--- config.mk ---
export PLATFORM = sky130hd
export DESIGN_NAME = seq_shifter
export DESIGN_NICKNAME = d
export VERILOG_FILES = /design/src/rtl/seq_shifter.sv
export SDC_FILE = /design/constraint.sdc
export NUM_CORES = 1
export LEC_CHECK = 0
export CORE_MARGIN = 2
export CORE_UTILIZATION = 35
export CTS_CLUSTER_DIAMETER = 200
export DETAILED_ROUTE_END_ITERATION = 12
export GPL_ROUTABILITY_DRIVEN = 0
export GPL_TIMING_DRIVEN = 1
export HOLD_SLACK_MARGIN = 0.1
export PLACE_DENSITY_LB_ADDON = 0.25
export SETUP_SLACK_MARGIN = 0.1
export SLEW_MARGIN = 20
export SYNTH_ARGS = -nofsm -noshare
export SYNTH_HDL_FRONTEND = slang
export SYNTH_SLANG_ARGS = --single-unit
--- constraint.sdc ---
create_clock -name clk -period 4.1 [get_ports clk]
set_input_delay 0.82 -clock clk [delete_from_list [all_inputs] [get_ports clk]]
set_output_delay 0.82 -clock clk [all_outputs]
set_load 0.01 [all_outputs]
--- src/rtl/seq_shifter.sv ---
// ============================================================================
// Module   : seq_shifter
// Brief    : Multi-cycle barrel shifter (LSL/LSR/ASR/ROL), STEP bits per clock,
//            start/done handshake with LSL overflow detection.
// Revision : 1.0 - initial release
// ============================================================================
`default_nettype none

module seq_shifter #(
  parameter int WIDTH   = 16,
  parameter int POWER_W = 16,
  parameter int STEP    = 1
) (
  input  logic               clk,
  input  logic               rst,
  input  logic [WIDTH-1:0]   i_base,
  input  logic [POWER_W-1:0] i_power,
  input  logic [1:0]         i_mode,
  input  logic               i_start,
  output logic [WIDTH-1:0]   o_result,
  output logic               o_done,
  output logic               o_busy,
  output logic               o_overflow
);

  localparam int c_CNT_W = $clog2(WIDTH + 1);
  localparam int c_EXT_W = (POWER_W > c_CNT_W) ? POWER_W : c_CNT_W;

  localparam logic [1:0] c_MODE_LSL = 2'b00;
  localparam logic [1:0] c_MODE_LSR = 2'b01;
  localparam logic [1:0] c_MODE_ASR = 2'b10;
  localparam logic [1:0] c_MODE_ROL = 2'b11;

  typedef enum logic [0:0] {
    S_IDLE  = 1'b0,
    S_SHIFT = 1'b1
  } state_t;

  state_t               r_state;
  state_t               w_next;
  logic [WIDTH-1:0]     r_acc;
  logic [WIDTH-1:0]     w_acc_sh;
  logic [c_CNT_W-1:0]   r_cnt;
  logic [c_CNT_W-1:0]   w_k;
  logic [c_CNT_W-1:0]   w_eff;
  logic [1:0]           r_mode;
  logic                 r_ovf_int;
  logic                 w_ovf_sh;
  logic [WIDTH-1:0]     r_result;
  logic                 r_done;
  logic                 r_overflow;
  logic [c_EXT_W-1:0]   w_pow_ext;
  logic [c_EXT_W-1:0]   w_rol_amt;

  // Clamp is done on the full-width power so large amounts never alias small ones.
  assign w_pow_ext = c_EXT_W'(i_power);
  assign w_rol_amt = w_pow_ext % c_EXT_W'(WIDTH);

  always_comb begin
    w_eff = '0;
    if (i_mode == c_MODE_ROL) begin
      w_eff = c_CNT_W'(w_rol_amt);
    end else if (w_pow_ext >= c_EXT_W'(WIDTH)) begin
      w_eff = c_CNT_W'(WIDTH);
    end else begin
      w_eff = c_CNT_W'(w_pow_ext);
    end
  end

  assign w_k = (r_cnt > c_CNT_W'(STEP)) ? c_CNT_W'(STEP) : r_cnt;

  always_comb begin
    w_acc_sh = r_acc;
    w_ovf_sh = r_ovf_int;
    case (r_mode)
      c_MODE_LSL: begin
        w_acc_sh = r_acc << w_k;
        // Any 1 in the top k bits is about to fall off the MSB end.
        w_ovf_sh = r_ovf_int | (|(r_acc & ~({WIDTH{1'b1}} >> w_k)));
      end
      c_MODE_LSR: w_acc_sh = r_acc >> w_k;
      c_MODE_ASR: w_acc_sh = $signed(r_acc) >>> w_k;
      c_MODE_ROL: w_acc_sh = (r_acc << w_k) | (r_acc >> (c_CNT_W'(WIDTH) - w_k));
      default:    w_acc_sh = r_acc;
    endcase
  end

  always_comb begin
    w_next = r_state;
    case (r_state)
      S_IDLE:  if (i_start) w_next = S_SHIFT;
      S_SHIFT: if (r_cnt == '0) w_next = S_IDLE;
      default: w_next = S_IDLE;
    endcase
  end

  always_ff @(posedge clk or posedge rst) begin
    if (rst) begin
      r_state <= S_IDLE;
    end else begin
      r_state <= w_next;
    end
  end

  always_ff @(posedge clk or posedge rst) begin
    if (rst) begin
      r_acc      <= '0;
      r_cnt      <= '0;
      r_mode     <= c_MODE_LSL;
      r_ovf_int  <= 1'b0;
      r_result   <= '0;
      r_done     <= 1'b0;
      r_overflow <= 1'b0;
    end else begin
      r_done <= 1'b0;
      case (r_state)
        S_IDLE: begin
          if (i_start) begin
            r_acc     <= i_base;
            r_mode    <= i_mode;
            r_cnt     <= w_eff;
            r_ovf_int <= 1'b0;
          end
        end
        S_SHIFT: begin
          if (r_cnt == '0) begin
            r_result   <= r_acc;
            r_overflow <= r_ovf_int;
            r_done     <= 1'b1;
          end else begin
            r_acc     <= w_acc_sh;
            r_cnt     <= r_cnt - w_k;
            r_ovf_int <= w_ovf_sh;
          end
        end
        default: r_done <= 1'b0;
      endcase
    end
  end

  assign o_result   = r_result;
  assign o_done     = r_done;
  assign o_busy     = (r_state == S_SHIFT);
  assign o_overflow = r_overflow;

endmodule

`default_nettype wire

==> flow_summary.toml, run 1 <==
[drt]
drtIter0Drc = 356
postRouteAntennaNets = 0
viasPerCell = 5.73
via_count = 2510
drc_errors = 0
finalWirelength_mm = 7.97
dr.pass1.iters = 5
wl_per_cell_um = 18.2

[final_layout]
final_area_sq_um = 3450
syn_to_final_growth_pct = 26.6
mostFrequentLayoutCells = "clkdlybuf4s50_1 (55), dfrtp_1 (43), nand2_1 (28)"
num-nets-final = 377
drive_gt1_share_pct = 13.1
diodes = 0
fillCellCount = 745
final_common_cell = "clkdlybuf4s50_1"
fin_cells = 438

[timing]
setup_viol = 0
fmax_mhz = 306
post-route-min-period_ns = 3.27
worst_pin_slew_ns = 0.967
slew_violations = 0
finalCritPeriodShare_pct = 79.7
hold_viol_final = 0
rsz0062_at_grt = "false"
fin_setup_tns_ns = 0
skew_ns = 0.0113
fin_ws_ns = 0.833
slew_headroom_pct = 35.1

[setup_path]
endpoint_kind = "register"
arrival_ns = 3.44
start_kind = "register"
crit_fanout = 11
r2r_slack_ns = 0.83
crit_type = "register to register"
reg2reg_depth = 10
required_ns = 4.27
r2r-start = "r_cnt[1]"
rr_endpoint = "r_acc[2]"

[floorplan]
die_x_um = 92.2
core-area_sq_um = 7650
die-area_sq_um = 8500
start_util_pct = 35.6
row_count = 32
dieHeight_um = 92.2
ios = 56

[power]
seqPwrFrac_pct = 36.6
p_clk_share_pct = 12.1
switchingPower_mw = 1.06
finalPower_mw = 2.49
ir_drop_mv = 0.296
cellPowerDensity_nw_per_um2 = 723
internal-power_mw = 1.44
p_leak_nw = 1.39
p_sw_share_pct = 42.4
comb_power_share_pct = 51.3

[place]
dpl_worst_slack_ns = 0.894
dp_hpwl_mm = 5.45
dpl.cell_count = 430
dpl_cell_area_sq_um = 3350
port_buffers = 55

[clock_tree]
clk_latency_ns = 0.30
htree_levels = 2
cts_setup_buffers = 0
cts_hold_buf = 0
clock_sinks = 43
cts_tree = "yes"
path_clk_slew_ns = 0.08
numCtsBuffers = 5
cts_root_buffer = "clkbuf_8"
clockBufferDepth = 2
ctsResizeCount = 0

[grt]
met1_usage_pct = 28.1
overflow = 0
grt_pass1_wl_mm = 13.0
busiest_layer = "met2"
grt_max_degree = 23
antenna_found_initial = 0
use_met2_pct = 30.0
grt_use_met3_pct = 3.12
grt_usage_pct = 19.4
grt_pass1_vias = 2454

[hold_path]
hold_start = "r_ovf_int"
holdPathStages = 1
whs_endpoint = "r_ovf_int"
hold_path.class = "register to register"

[synth]
syn-instance-count = 288
synth_cell_types = 53
ys_seq_elements = 43
syn_area_sq_um = 2720
yosysSeqAreaShare_pct = 39.5
synth-edff-count = 0
ys_warn_count = 0
synth_flop_cell = "dfrtp_1"
synthArstFlopShare_pct = 100
syn_area_per_cell_sq_um = 9.45

[run_status]
outcome = "finished clean"

[run]
cap_violations = 0
[critical path, stage by stage (launching register included)]
cell and delay (ns):
dfrtp_1 0.47, nor4_4 0.53, nand2_2 0.10, inv_1 0.28, ha_1 0.41, ha_1 0.40, nor4bb_1 0.19, o22ai_1 0.14
o21ai_0 0.10, a2111oi_1 0.43, o21ai_1 0.10
[registers in the layout (all words and copies together) (netlist names)]
register,count
o_busy,1
o_done,1
o_overflow,1
o_result,16
r_acc,16
r_cnt,5
r_mode,2
r_ovf_int,1
[power by group through the flow]
stage	sequential, mW	clock [mW]	combinational [mW]
finish	0.912	0.302	1.28
global route	0.948	0.328	1.41
CTS	0.909	0.309	1.27
detailed placement	0.916	0	1.26
global placement	0.908	0	1.25
floorplan	0.823	0	0.893
[cells in the mapped netlist, types with 4 or more instances]
master	number	area, sq um
mux2_2	19	214
o21ai_0	10	50.1
o22ai_1	10	62.6
a211oi_1	8	60.1
nor4_1	7	43.8
ha_1	5	62.6
o221ai_1	4	35.0
nor2_1	22	82.6
mux4_2	5	113
inv_1	12	45.0
nand3_1	5	25.0
nand2_1	28	105
mux2i_1	6	60.1
nor3_1	6	30.0
a221o_1	4	40.0
a21oi_1	18	90.1
dfrtp_1	43	1080
a221oi_1	5	43.8
clkbuf_1	17	63.8
or3_1	6	37.5
[metrics by stage]
stage,hold WS [ns],util (%)
3_5_place_dp,0.493,43.8
5_1_grt,0.527,45.1
2_1_floorplan,0.460,-
6_report,0.505,45.1
3_3_place_gp,0.481,43.8
4_1_cts,0.513,45.1
[worst max path at each step]
stage / endpoint / from / depth (start not counted)
2_1_floorplan: r_acc[2] / r_cnt[1] / 10
3_3_place_gp: r_acc[2] / r_cnt[1] / 10
3_5_place_dp: r_acc[2] / r_cnt[1] / 10
4_1_cts: r_acc[2] / r_cnt[1] / 10
5_1_grt: r_acc[0] / r_cnt[1] / 10
6_report: r_acc[2] / r_cnt[1] / 10
[routing by layer]
| metal | vias up | part of all wire, % |
|---|---|---|
| li1 | 1173 | - |
| met1 | 1216 | 45 |
| met2 | 104 | 47 |
| met3 | 17 | 6.2 |
| met4 | 0 | 2.2 |
| met5 | - | 0 |
[cell families (layout without fill, tap and decap cells)]
family                   Yosys count  after routing  share of synthesized area [%]
other                              2              4                          0.276
adder cells (fa/ha/maj)            5              5                           2.30
AO/OA/AOI/OAI                     83             83                           21.4
buffers and inverters             35             81                           5.47
flip-flops                        43             43                           39.5
AND/OR/NAND/NOR                   87             87                           15.9
XOR/XNOR                           3              3                          0.965
multiplexers                      30             30                           14.2
[layout make-up]
| cell class | count | area, sq um | area share [%] |
|---|---|---|---|
| clock buffer | 8 | 100 | 2.90 |
| multi-input combinational | 212 | 1510 | 43.7 |
| inverter | 13 | 48.8 | 1.42 |
| tap | 102 | 128 | 3.70 |
| timing repair buffer | 60 | 588 | 17.1 |
| sequential | 43 | 1080 | 31.2 |
No activity file was read; power rests on OpenSTA's default activity.
==> inputs of run 2 (changes only) <==
==> constraint.sdc (replaced) <==
create_clock -name clk -period 2.7 [get_ports clk]
set_input_delay 0.54 -clock clk [delete_from_list [all_inputs] [get_ports clk]]
set_output_delay 0.54 -clock clk [all_outputs]
set_load 0.01 [all_outputs]
==> run 2 against run 1 <==
Core utilization up 1.8 points. Fmax up 33%. Hold slack gained 0.0032 ns. Clock skew down 0.0041 ns. Combinational power grew 60%. Clock-buffer cell count down 2. Via count is 1.6% higher. Non-clock buffer count rose by 6. Design area rose by 4.1%. Largest power group unchanged.
==> flow_summary.toml, run 2 (synthesis results as in run 1) <==
[setup_path]
cp_cell_sequence = "nor4_4 -> nand2_2 -> buf_4 -> ha_4 -> mux2i_1 -> a211oi_1 -> o211a_1 -> a2111oi_2 -> a221oi_1"
reg2reg_depth = 9
endpoint_kind = "register"
cp_top_family = "compound AO/OA/AOI/OAI gates"
r2r-start = "r_cnt[4]"
crit_fanout = 19
cpPeakStageDelay_ns = 0.44
cp_slowest_cell = "dfrtp_1"
r2r_slack_ns = 0.24
arrival_ns = 2.66
critical_path_buf_inv_count = 1
crit_type = "register to register"
required_ns = 2.90
rr_endpoint = "r_acc[0]"
start_kind = "register"

[floorplan]
dieHeight_um = 92.2
row_count = 32
die_x_um = 92.2
ios = 56
start_util_pct = 35.6
core-area_sq_um = 7650
die-area_sq_um = 8500

[clock_tree]
path_clk_slew_ns = 0.08
clk_latency_ns = 0.30
ctsResizeCount = 0
numCtsBuffers = 5
cts_root_buffer = "clkbuf_8"
clockBufferDepth = 2
cts_hold_buf = 0
cts_setup_buffers = 0
htree_levels = 2
cts_tree = "yes"
clock_sinks = 43

[timing]
worst_pin_slew_ns = 0.572
slew_headroom_pct = 61.9
hold_viol_final = 0
fin_setup_tns_ns = 0
rsz0062_at_grt = "true"
finalCritPeriodShare_pct = 91.1
fmax_mhz = 406
skew_ns = 0.00718
post-route-min-period_ns = 2.46
setup_viol = 0
slew_violations = 0

[final_layout]
fillCellCount = 736
final_common_cell = "clkdlybuf4s50_1"
drive_gt1_share_pct = 18.7
diodes = 0
final_area_sq_um = 3590
mostFrequentLayoutCells = "clkdlybuf4s50_1 (55), dfrtp_1 (41), nand2_1 (28)"
syn_to_final_growth_pct = 31.7
num-nets-final = 383

[drt]
finalWirelength_mm = 7.93
wl_per_cell_um = 17.8
via_count = 2550
drc_errors = 0
postRouteAntennaNets = 0
viasPerCell = 5.74
drtIter0Drc = 277
dr.pass1.iters = 4

[place]
port_buffers = 55
dp_hpwl_mm = 5.35
dpl_cell_area_sq_um = 3450

[hold_path]
whs_endpoint = "o_result[1]"
hold_path.class = "register to register"
hold_start = "o_result[1]"
holdPathStages = 1

[power]
p_leak_nw = 1.43
ir_drop_mv = 0.478
cellPowerDensity_nw_per_um2 = 1100

[grt]
grt_max_degree = 44
overflow = 0
grt_pass1_wl_mm = 12.8
antenna_found_initial = 0
grt_usage_pct = 19.2
grt_pass1_vias = 2399

[run_status]
outcome = "finished clean"

[run]
cap_violations = 0
run 2: stage by stage:
stage / std cells / util, % / power (mW) / setup slack (ns) / hold WS (ns)
after global routing: 444 / 46.9 / 4.26 / 0.0522 / 0.526
after global placement: 436 / 45.1 / 3.37 / 0.277 / 0.486
after detailed placement: 436 / 45.1 / 3.40 / 0.180 / 0.488
after floorplan: 290 / - / 2.68 / 0.0470 / 0.460
after CTS: 444 / 46.6 / 3.96 / 0.165 / 0.514
final: 444 / 46.9 / 3.96 / 0.240 / 0.508
run 2: layout make-up:
cell class | count | area, sq um | share of cell area [%]
multi-input cells | 212 | 1580 | 44.1
flip-flops and latches | 43 | 1080 | 30.1
repair buffers | 66 | 633 | 17.7
well taps | 102 | 128 | 3.56
clock buffers | 6 | 82.6 | 2.30
inverters | 13 | 48.8 | 1.36
clock inverters | 2 | 35.0 | 0.977
run 2: how the worst max path moves through the flow:
stage / cells after the start / slack (ns) / end / start
finish: 9 / 0.24 / r_acc[0] / r_cnt[4]
global route: 9 / 0.05 / r_acc[0] / r_cnt[4]
CTS: 10 / 0.17 / r_acc[0] / r_cnt[2]
detailed placement: 10 / 0.18 / r_acc[0] / r_cnt[2]
global placement: 10 / 0.28 / r_acc[2] / r_cnt[2]
floorplan: 10 / 0.05 / r_acc[2] / r_cnt[4]
run 2: routing by layer:
metal,up-vias,track usage [%],wire (um)
li1,1190,-,-
met1,1254,27.9,3740
met2,92,29.4,3620
met3,14,2.88,422
met4,0,6.09,142
met5,-,0,0
run 2: power breakdown:
| group | leakage (nW) | switching, mW | internal [mW] |
|---|---|---|---|
| registers | 0.513 | 0.416 | 0.956 |
| logic | 0.857 | 0.998 | 1.06 |
| clock network | 0.0612 | 0.236 | 0.300 |
| total | 1.43 | 1.65 | 2.31 |
